===== config.mk =====
export PLATFORM = sky130hd
export DESIGN_NAME = biriscv_vlsu_seq
export DESIGN_NICKNAME = d
export VERILOG_FILES = /design/src/rtl/biriscv_vlsu_seq.sv
export SDC_FILE = /design/constraint.sdc
export NUM_CORES = 1
export LEC_CHECK = 0
export CORE_MARGIN = 1
export CORE_UTILIZATION = 30
export CTS_CLUSTER_SIZE = 8
export DETAILED_ROUTE_END_ITERATION = 10
export GPL_ROUTABILITY_DRIVEN = 0
export PLACE_DENSITY_LB_ADDON = 0.05
export SLEW_MARGIN = 20
export SYNTH_ARGS = -nofsm -noshare
export SYNTH_HDL_FRONTEND = slang
export SYNTH_SLANG_ARGS = --single-unit

===== constraint.sdc =====
create_clock -name clk_i -period 6.5 [get_ports clk_i]
set_clock_uncertainty 0.05 [all_clocks]
set_input_delay 1.3 -clock clk_i [delete_from_list [all_inputs] [get_ports clk_i]]
set_output_delay 1.3 -clock clk_i [all_outputs]
set_load 0.05 [all_outputs]

===== src/rtl/biriscv_vlsu_seq.sv =====
// Vector unit-stride load/store sequencer: walks vl elements of one vector
// register, issuing one word-aligned memory request per element.
module biriscv_vlsu_seq #(
    parameter int MAX_VL = 32
) (
    input  logic        clk_i,
    input  logic        rst_ni,

    input  logic        cmd_valid_i,
    output logic        cmd_accept_o,
    input  logic [31:0] cmd_opcode_i,
    input  logic [31:0] cmd_base_i,
    input  logic [7:0]  cmd_vl_i,
    input  logic        flush_i,

    output logic        done_o,
    output logic        error_o,

    output logic [31:0] mem_addr_o,
    output logic        mem_rd_o,
    output logic [3:0]  mem_wr_o,
    output logic [31:0] mem_data_wr_o,
    input  logic        mem_accept_i,
    input  logic        mem_ack_i,
    input  logic        mem_error_i,
    input  logic [31:0] mem_data_rd_i,

    output logic [12:0] vrf_raddr_o,
    input  logic [31:0] vrf_rdata_i,
    output logic        vrf_we_o,
    output logic [12:0] vrf_waddr_o,
    output logic [31:0] vrf_wdata_o
);

    typedef enum logic [2:0] {
        ST_IDLE  = 3'd0,
        ST_REQ   = 3'd1,
        ST_WAIT  = 3'd2,
        ST_DRAIN = 3'd3,
        ST_DONE  = 3'd4
    } state_t;

    localparam logic [7:0] MAX_VL_C = 8'(MAX_VL);

    // size encoding: 0 = byte, 1 = halfword, 2 = word
    function automatic logic misaligned(input logic [1:0] size, input logic [1:0] off);
        case (size)
            2'd1:    misaligned = off[0];
            2'd2:    misaligned = (off != 2'b00);
            default: misaligned = 1'b0;
        endcase
    endfunction

    function automatic logic [3:0] byte_en(input logic [1:0] size, input logic [1:0] off);
        case (size)
            2'd0:    byte_en = 4'b0001 << off;
            2'd1:    byte_en = 4'b0011 << off;
            default: byte_en = 4'hF;
        endcase
    endfunction

    function automatic logic [31:0] st_replicate(input logic [1:0] size, input logic [31:0] d);
        case (size)
            2'd0:    st_replicate = {4{d[7:0]}};
            2'd1:    st_replicate = {2{d[15:0]}};
            default: st_replicate = d;
        endcase
    endfunction

    function automatic logic [31:0] ld_extract(input logic [1:0] size, input logic [1:0] off,
                                               input logic [31:0] rd);
        logic [31:0] sh;
        sh = rd >> {off, 3'b000};
        case (size)
            2'd0:    ld_extract = {24'd0, sh[7:0]};
            2'd1:    ld_extract = {16'd0, sh[15:0]};
            default: ld_extract = sh;
        endcase
    endfunction

    state_t      state_q;
    logic        load_q;
    logic [4:0]  vreg_q;
    logic [1:0]  size_q;
    logic [31:0] addr_q;
    logic [7:0]  elem_q;
    logic [7:0]  vl_q;
    logic        err_q;

    logic        dec_load;
    logic        dec_store;
    logic        dec_width_ok;
    logic        dec_legal;
    logic [1:0]  dec_size;
    logic [7:0]  dec_vl;

    logic [31:0] addr_d;
    logic        last_elem;
    logic        in_req;
    logic        ld_write;
    logic        unused_opcode_bits;

    always_comb begin
        dec_size     = 2'd0;
        dec_width_ok = 1'b1;
        case (cmd_opcode_i[14:12])
            3'b000:  dec_size = 2'd0;
            3'b101:  dec_size = 2'd1;
            3'b110:  dec_size = 2'd2;
            default: dec_width_ok = 1'b0;
        endcase
    end

    assign dec_load  = (cmd_opcode_i[6:0] == 7'b0000111);
    assign dec_store = (cmd_opcode_i[6:0] == 7'b0100111);
    assign dec_legal = (dec_load | dec_store) & dec_width_ok & (cmd_opcode_i[27:26] == 2'b00);
    assign dec_vl    = (cmd_vl_i > MAX_VL_C) ? MAX_VL_C : cmd_vl_i;

    assign unused_opcode_bits = ^{cmd_opcode_i[31:28], cmd_opcode_i[25:15]};

    assign addr_d    = addr_q + (32'd1 << size_q);
    assign last_elem = (elem_q == (vl_q - 8'd1));

    always_ff @(posedge clk_i or negedge rst_ni) begin
        if (!rst_ni) begin
            state_q <= ST_IDLE;
            load_q  <= 1'b0;
            vreg_q  <= 5'd0;
            size_q  <= 2'd0;
            addr_q  <= 32'd0;
            elem_q  <= 8'd0;
            vl_q    <= 8'd0;
            err_q   <= 1'b0;
        end else begin
            case (state_q)
                ST_IDLE: begin
                    if (cmd_valid_i && cmd_accept_o) begin
                        load_q <= dec_load;
                        vreg_q <= cmd_opcode_i[11:7];
                        size_q <= dec_size;
                        addr_q <= cmd_base_i;
                        elem_q <= 8'd0;
                        vl_q   <= dec_vl;
                        if (!dec_legal) begin
                            err_q   <= 1'b1;
                            state_q <= ST_DONE;
                        end else if (dec_vl == 8'd0) begin
                            err_q   <= 1'b0;
                            state_q <= ST_DONE;
                        end else if (misaligned(dec_size, cmd_base_i[1:0])) begin
                            err_q   <= 1'b1;
                            state_q <= ST_DONE;
                        end else begin
                            err_q   <= 1'b0;
                            state_q <= ST_REQ;
                        end
                    end
                end
                ST_REQ: begin
                    // an accepted-then-flushed request still owes us an ack
                    if (flush_i) begin
                        state_q <= mem_accept_i ? ST_DRAIN : ST_IDLE;
                    end else if (mem_accept_i) begin
                        state_q <= ST_WAIT;
                    end
                end
                ST_WAIT: begin
                    if (flush_i) begin
                        state_q <= mem_ack_i ? ST_IDLE : ST_DRAIN;
                    end else if (mem_ack_i) begin
                        if (mem_error_i) begin
                            err_q   <= 1'b1;
                            state_q <= ST_DONE;
                        end else if (last_elem) begin
                            err_q   <= 1'b0;
                            state_q <= ST_DONE;
                        end else begin
                            elem_q <= elem_q + 8'd1;
                            addr_q <= addr_d;
                            if (misaligned(size_q, addr_d[1:0])) begin
                                err_q   <= 1'b1;
                                state_q <= ST_DONE;
                            end else begin
                                state_q <= ST_REQ;
                            end
                        end
                    end
                end
                ST_DRAIN: begin
                    if (mem_ack_i) begin
                        state_q <= ST_IDLE;
                    end
                end
                ST_DONE: begin
                    state_q <= ST_IDLE;
                end
                default: begin
                    state_q <= ST_IDLE;
                end
            endcase
        end
    end

    assign in_req   = (state_q == ST_REQ);
    assign ld_write = (state_q == ST_WAIT) && mem_ack_i && !mem_error_i && !flush_i && load_q;

    assign cmd_accept_o = (state_q == ST_IDLE) && !flush_i;
    assign done_o       = (state_q == ST_DONE) && !flush_i;
    assign error_o      = done_o && err_q;

    assign mem_addr_o    = in_req ? {addr_q[31:2], 2'b00} : 32'd0;
    assign mem_rd_o      = in_req && load_q;
    assign mem_wr_o      = (in_req && !load_q) ? byte_en(size_q, addr_q[1:0]) : 4'd0;
    assign mem_data_wr_o = (in_req && !load_q) ? st_replicate(size_q, vrf_rdata_i) : 32'd0;
    assign vrf_raddr_o   = (in_req && !load_q) ? {vreg_q, elem_q} : 13'd0;

    assign vrf_we_o    = ld_write;
    assign vrf_waddr_o = ld_write ? {vreg_q, elem_q} : 13'd0;
    assign vrf_wdata_o = ld_write ? ld_extract(size_q, addr_q[1:0], mem_data_rd_i) : 32'd0;

endmodule


==> summary by stage <==
Placed design
The minimum setup slack after placement is 1.06 ns. The detailed placement HPWL is 15.5 mm. Input and output buffers added on the ports amount to 256.

Clocking
The number of clock buffers added by TritonCTS is 9. The tree is rooted in a sky130_fd_sc_hd__clkbuf_16. After clock tree synthesis, the setup repair step added 0 buffers. The clock tree from TritonCTS is yes. The count of cells resized by post-cts repair is 0.

Clock-pin slew was measured on the worst setup and hold paths at 0.05 ns. After clock tree synthesis, the flow added hold-fix buffers numbering 0. The H-tree was split into 3 levels. For the worst-skew pair, the clock arrives at the later sink with an insertion delay of 0.33 ns. Clock tree synthesis found a total of 60 sinks.

The maximum root-to-sink buffer count is 2.

Worst setup path
The launching point of the worst reg2reg path is size_q[1]$_DFFE_PN0P_. Along the worst path, the maximum fanout reaches 9. The element type at the critical path end is an output port. Counting both buffers and inverters, the worst setup path holds a total of 3. The data required time of the critical path is 5.15 ns. The worst path arrival time is 4.07 ns. Among the stages of the critical path, the cell type that occurs most often is sky130_fd_sc_hd__clkdlybuf4s50_1.

The worst setup path is launched from an input port. The delay of the slowest cell on the worst path is 0.80 ns. The register-to-register setup slack is 2.41 ns. The path depth of the worst reg2reg path is 12.

The worst reg2reg path endpoint is addr_q[26]$_DFFE_PN0P_. The slowest stage of the critical path belongs to the cell sky130_fd_sc_hd__clkdlybuf4s50_1. The depth of the critical timing path with buffers and inverters included is 8. The critical path is of the in -> out type. The critical path goes through clkdlybuf4s50_1 -> nor4b_4 -> nand2_2 -> inv_2 -> nand3_4 -> nor2_2 -> and2_1 -> clkdlybuf4s50_1.

The kind of cell with the highest combined delay along the critical path is buffers and inverters.

Die
The vertical extent of the die is 137 um. The die width is 137 um. The full die area is 18700 sq um. 274 I/O pins were placed.

For this configuration, the core starts out at a cell density of 31.1%. The cell row count is 48. The core region area is 17500 sq um.

Logic synthesis
The summed instance area of the synthesized netlist is 5430 sq um. A synthesized cell averages 7.51 sq um. The synthesized netlist contains 72 unique library cells. Counting flops with an async set or reset pin after synthesis yields a share of 100%.

In this run, synthesis produced a sequential element count of 60. Counting every instance in the synthesized netlist gives 724. The sequential fraction of the synthesis area is 27.6%. The number of warnings issued by yosys is 0.

The number of flops mapped to enable cells by yosys is 0. The dominant synthesized flop cell is sky130_fd_sc_hd__dfrtp_1.

Timing
The accumulated negative setup slack is 0 ns. In the post-route analysis, the smallest setup slack over all paths is 1.08 ns. The minimum period implied by the final worst setup slack is 5.42 ns. The number of max-slew violations in the final report is 0.

The highest clock rate is 0.184 GHz. Setup repair after global routing left no endpoint under its margin. The worst pin sits at a relative slew slack of 29.5%. For the pin with the worst max-slew slack, the measured transition is 1.06 ns. Across all hold checks on the routed design, the worst slack comes to 0.440 ns. In the finished design, the share of the clock period the worst path needs comes to 83.4%.

Setup violations remaining at the end of the flow were counted as 0. The number of failing hold endpoints at the final stage is 0.

Route
For this run, the detailed router's first-pass iteration total came to 5. In the routed design, unresolved DRC markers number 0. The wire length after detailed routing is 20.6 mm. After detailed routing, the number of vias per cell comes to 5.28. The remaining antenna violation count after routing is 0.

In this run, the number of DRC markers left after iteration 0 of detailed routing was 255. In the final routed layout, each cell accounts on average for 17.5 um. The routed layout has 6214 vias.

Finish
Measured on the finished design, the core utilization comes to 48.3%. The area growth from synthesis to final layout is 55.3%. The share of post-route cells with drive strength above 1 is 4.73%.

In the final design database the tool counted 1104 nets. The antenna diode count is 0.

Global route
The initial antenna violation count is 0. In the global route stage, met3 resource usage came out at 4.59%. Entering global routing, the biggest net connects 61 pins. For this run, global-route usage on met2 was measured as 37.5%. For this run the aggregate overflow at the end of global routing stands at 0. In the global route stage, met1 resource usage came out at 26.9%. The first global-routing pass estimated 31.1 mm of wire. The most congested layer reported by global routing is met2. The number of global-route vias before repair is 5810.

Global routing used 21.6% of the available tracks across all layers.

Worst hold path
Along the worst hold path, the cell count comes to 2. The type of the most critical hold path is reg -> reg. The path with the worst hold slack has its endpoint at vreg_q[1]$_DFFE_PN0P_. The startpoint identified for the worst hold timing path is vreg_q[1]$_DFFE_PN0P_.

Power
For this design the ratio of total power to cell area is 160 nW/um^2. The worst-case IR drop observed on VDD is 0.115 mV. For this design the static power due to leakage is 3.33 nW.

Outcome
The flow ran to the end, and the final reports show no timing, DRC or antenna violations.

Run
The max-cap violation count is 0.
## cell families after synthesis
group                    synth area share [%]
adder cells (fa/ha/maj)                  3.36
AND/OR/NAND/NOR                          34.1
other                                  0.0690
AO/OA/AOI/OAI                            23.0
XOR/XNOR                                 2.10
buffers and inverters                    5.50
multiplexers                             4.24
flip-flops                               27.6
## placed cells by master (no fill, tap or decap), types with 3 or more instances in the layout
cell type,netlist,layout
sky130_fd_sc_hd__nand3b_1,4,4
sky130_fd_sc_hd__inv_1,13,13
sky130_fd_sc_hd__o22a_1,6,6
sky130_fd_sc_hd__xnor2_1,6,6
sky130_fd_sc_hd__a22oi_1,10,10
sky130_fd_sc_hd__nor3b_2,1,3
sky130_fd_sc_hd__nand3_1,16,16
sky130_fd_sc_hd__clkdlybuf4s50_1,0,255
sky130_fd_sc_hd__nand4_1,9,9
sky130_fd_sc_hd__or2_2,3,3
sky130_fd_sc_hd__a31oi_1,16,16
sky130_fd_sc_hd__nor2b_1,16,16
sky130_fd_sc_hd__ha_1,13,13
sky130_fd_sc_hd__a21oi_1,62,62
sky130_fd_sc_hd__and3_1,27,27
sky130_fd_sc_hd__and2_1,67,67
sky130_fd_sc_hd__o211ai_1,6,6
sky130_fd_sc_hd__nand2_1,87,87
sky130_fd_sc_hd__o21ai_0,31,31
sky130_fd_sc_hd__and4_1,4,4
sky130_fd_sc_hd__a211oi_1,19,19
sky130_fd_sc_hd__or3_1,5,5
sky130_fd_sc_hd__a22o_1,3,3
sky130_fd_sc_hd__nand2b_1,3,3
sky130_fd_sc_hd__dfrtp_1,60,60
sky130_fd_sc_hd__o2111ai_1,3,3
sky130_fd_sc_hd__clkbuf_16,0,9
sky130_fd_sc_hd__mux2i_1,23,23
sky130_fd_sc_hd__nor4_1,3,3
sky130_fd_sc_hd__a311oi_1,3,3
sky130_fd_sc_hd__or4_1,3,3
sky130_fd_sc_hd__nor3_1,8,8
sky130_fd_sc_hd__o22ai_1,7,7
sky130_fd_sc_hd__o21ai_1,6,6
sky130_fd_sc_hd__nor2_1,77,77
sky130_fd_sc_hd__buf_4,5,9
sky130_fd_sc_hd__xor2_1,7,7
## per-layer routing
layer	up-vias	wire length (um)	share of wire, %
met1	2900	8790	43
met5	-	0	0
li1	3030	-	-
met4	0	336	1.6
met3	22	1610	7.8
met2	262	9870	48
## cell usage after synthesis, types with 16 or more instances
cell type / count / share of area, %
sky130_fd_sc_hd__nand2_1: 87 / 6.0
sky130_fd_sc_hd__nor2_1: 77 / 5.3
sky130_fd_sc_hd__and2_1: 67 / 7.7
sky130_fd_sc_hd__a21oi_1: 62 / 5.7
sky130_fd_sc_hd__dfrtp_1: 60 / 28
sky130_fd_sc_hd__clkbuf_1: 38 / 2.6
sky130_fd_sc_hd__o21ai_0: 31 / 2.9
sky130_fd_sc_hd__and3_1: 27 / 3.1
sky130_fd_sc_hd__mux2i_1: 23 / 4.2
sky130_fd_sc_hd__a211oi_1: 19 / 2.6
sky130_fd_sc_hd__a31oi_1: 16 / 1.8
sky130_fd_sc_hd__nand3_1: 16 / 1.5
sky130_fd_sc_hd__nor2b_1: 16 / 1.8
## registers in the layout, indices dropped and copies added (netlist names)
| name | count |
|---|---|
| err_q | 1 |
| vreg_q | 5 |
| vl_q | 8 |
| elem_q | 8 |
| size_q | 2 |
| addr_q | 32 |
| load_q | 1 |
| state_q | 3 |
## worst max-delay path by stage
| stage | from | to |
|---|---|---|
| global route | flush_i | vrf_wdata_o[30] |
| detailed placement | flush_i | vrf_wdata_o[30] |
| global placement | flush_i | vrf_wdata_o[26] |
| CTS | flush_i | vrf_wdata_o[30] |
| finish | flush_i | vrf_wdata_o[30] |
| floorplan | flush_i | vrf_wdata_o[0] |
## where the power goes
group | switching [W] | internal, W
registers | 0.0000563 | 0.000416
clock network | 0.000181 | 0.000354
logic | 0.000174 | 0.000167
total | 0.000412 | 0.000936
## final cells by class
class                      count  area, sq um
multi-input combinational    596         3650
sequential                    60         1500
clock buffer                  11          253
fill                        1706         9040
inverter                      15         56.3
clock inverter                 4         72.6
tap                          225          282
timing repair buffer         265         2630
## worst register-to-register path, stage by stage, from the launching register on
cell	delay, ns
sky130_fd_sc_hd__dfrtp_1	0.56
sky130_fd_sc_hd__inv_1	0.22
sky130_fd_sc_hd__ha_1	0.45
sky130_fd_sc_hd__ha_1	0.30
sky130_fd_sc_hd__inv_1	0.07
sky130_fd_sc_hd__fa_1	0.40
sky130_fd_sc_hd__nor2b_1	0.17
sky130_fd_sc_hd__o21ai_0	0.15
sky130_fd_sc_hd__a21oi_1	0.80
sky130_fd_sc_hd__and2_0	0.44
sky130_fd_sc_hd__a31oi_1	0.14
sky130_fd_sc_hd__nor2_1	0.11
sky130_fd_sc_hd__a2bb2oi_1	0.16
## stage by stage
step | total power (W) | std cells | cell area (sq um)
6_report | 0.00135 | 1176 | 8440
3_5_place_dp | 0.000817 | 1161 | 8110
3_3_place_gp | 0.000807 | 1161 | 8110
2_1_floorplan | 0.000666 | 725 | 5440
5_1_grt | 0.00142 | 1176 | 8440
4_1_cts | 0.00136 | 1176 | 8440
Power figures use the tool's default switching activity.
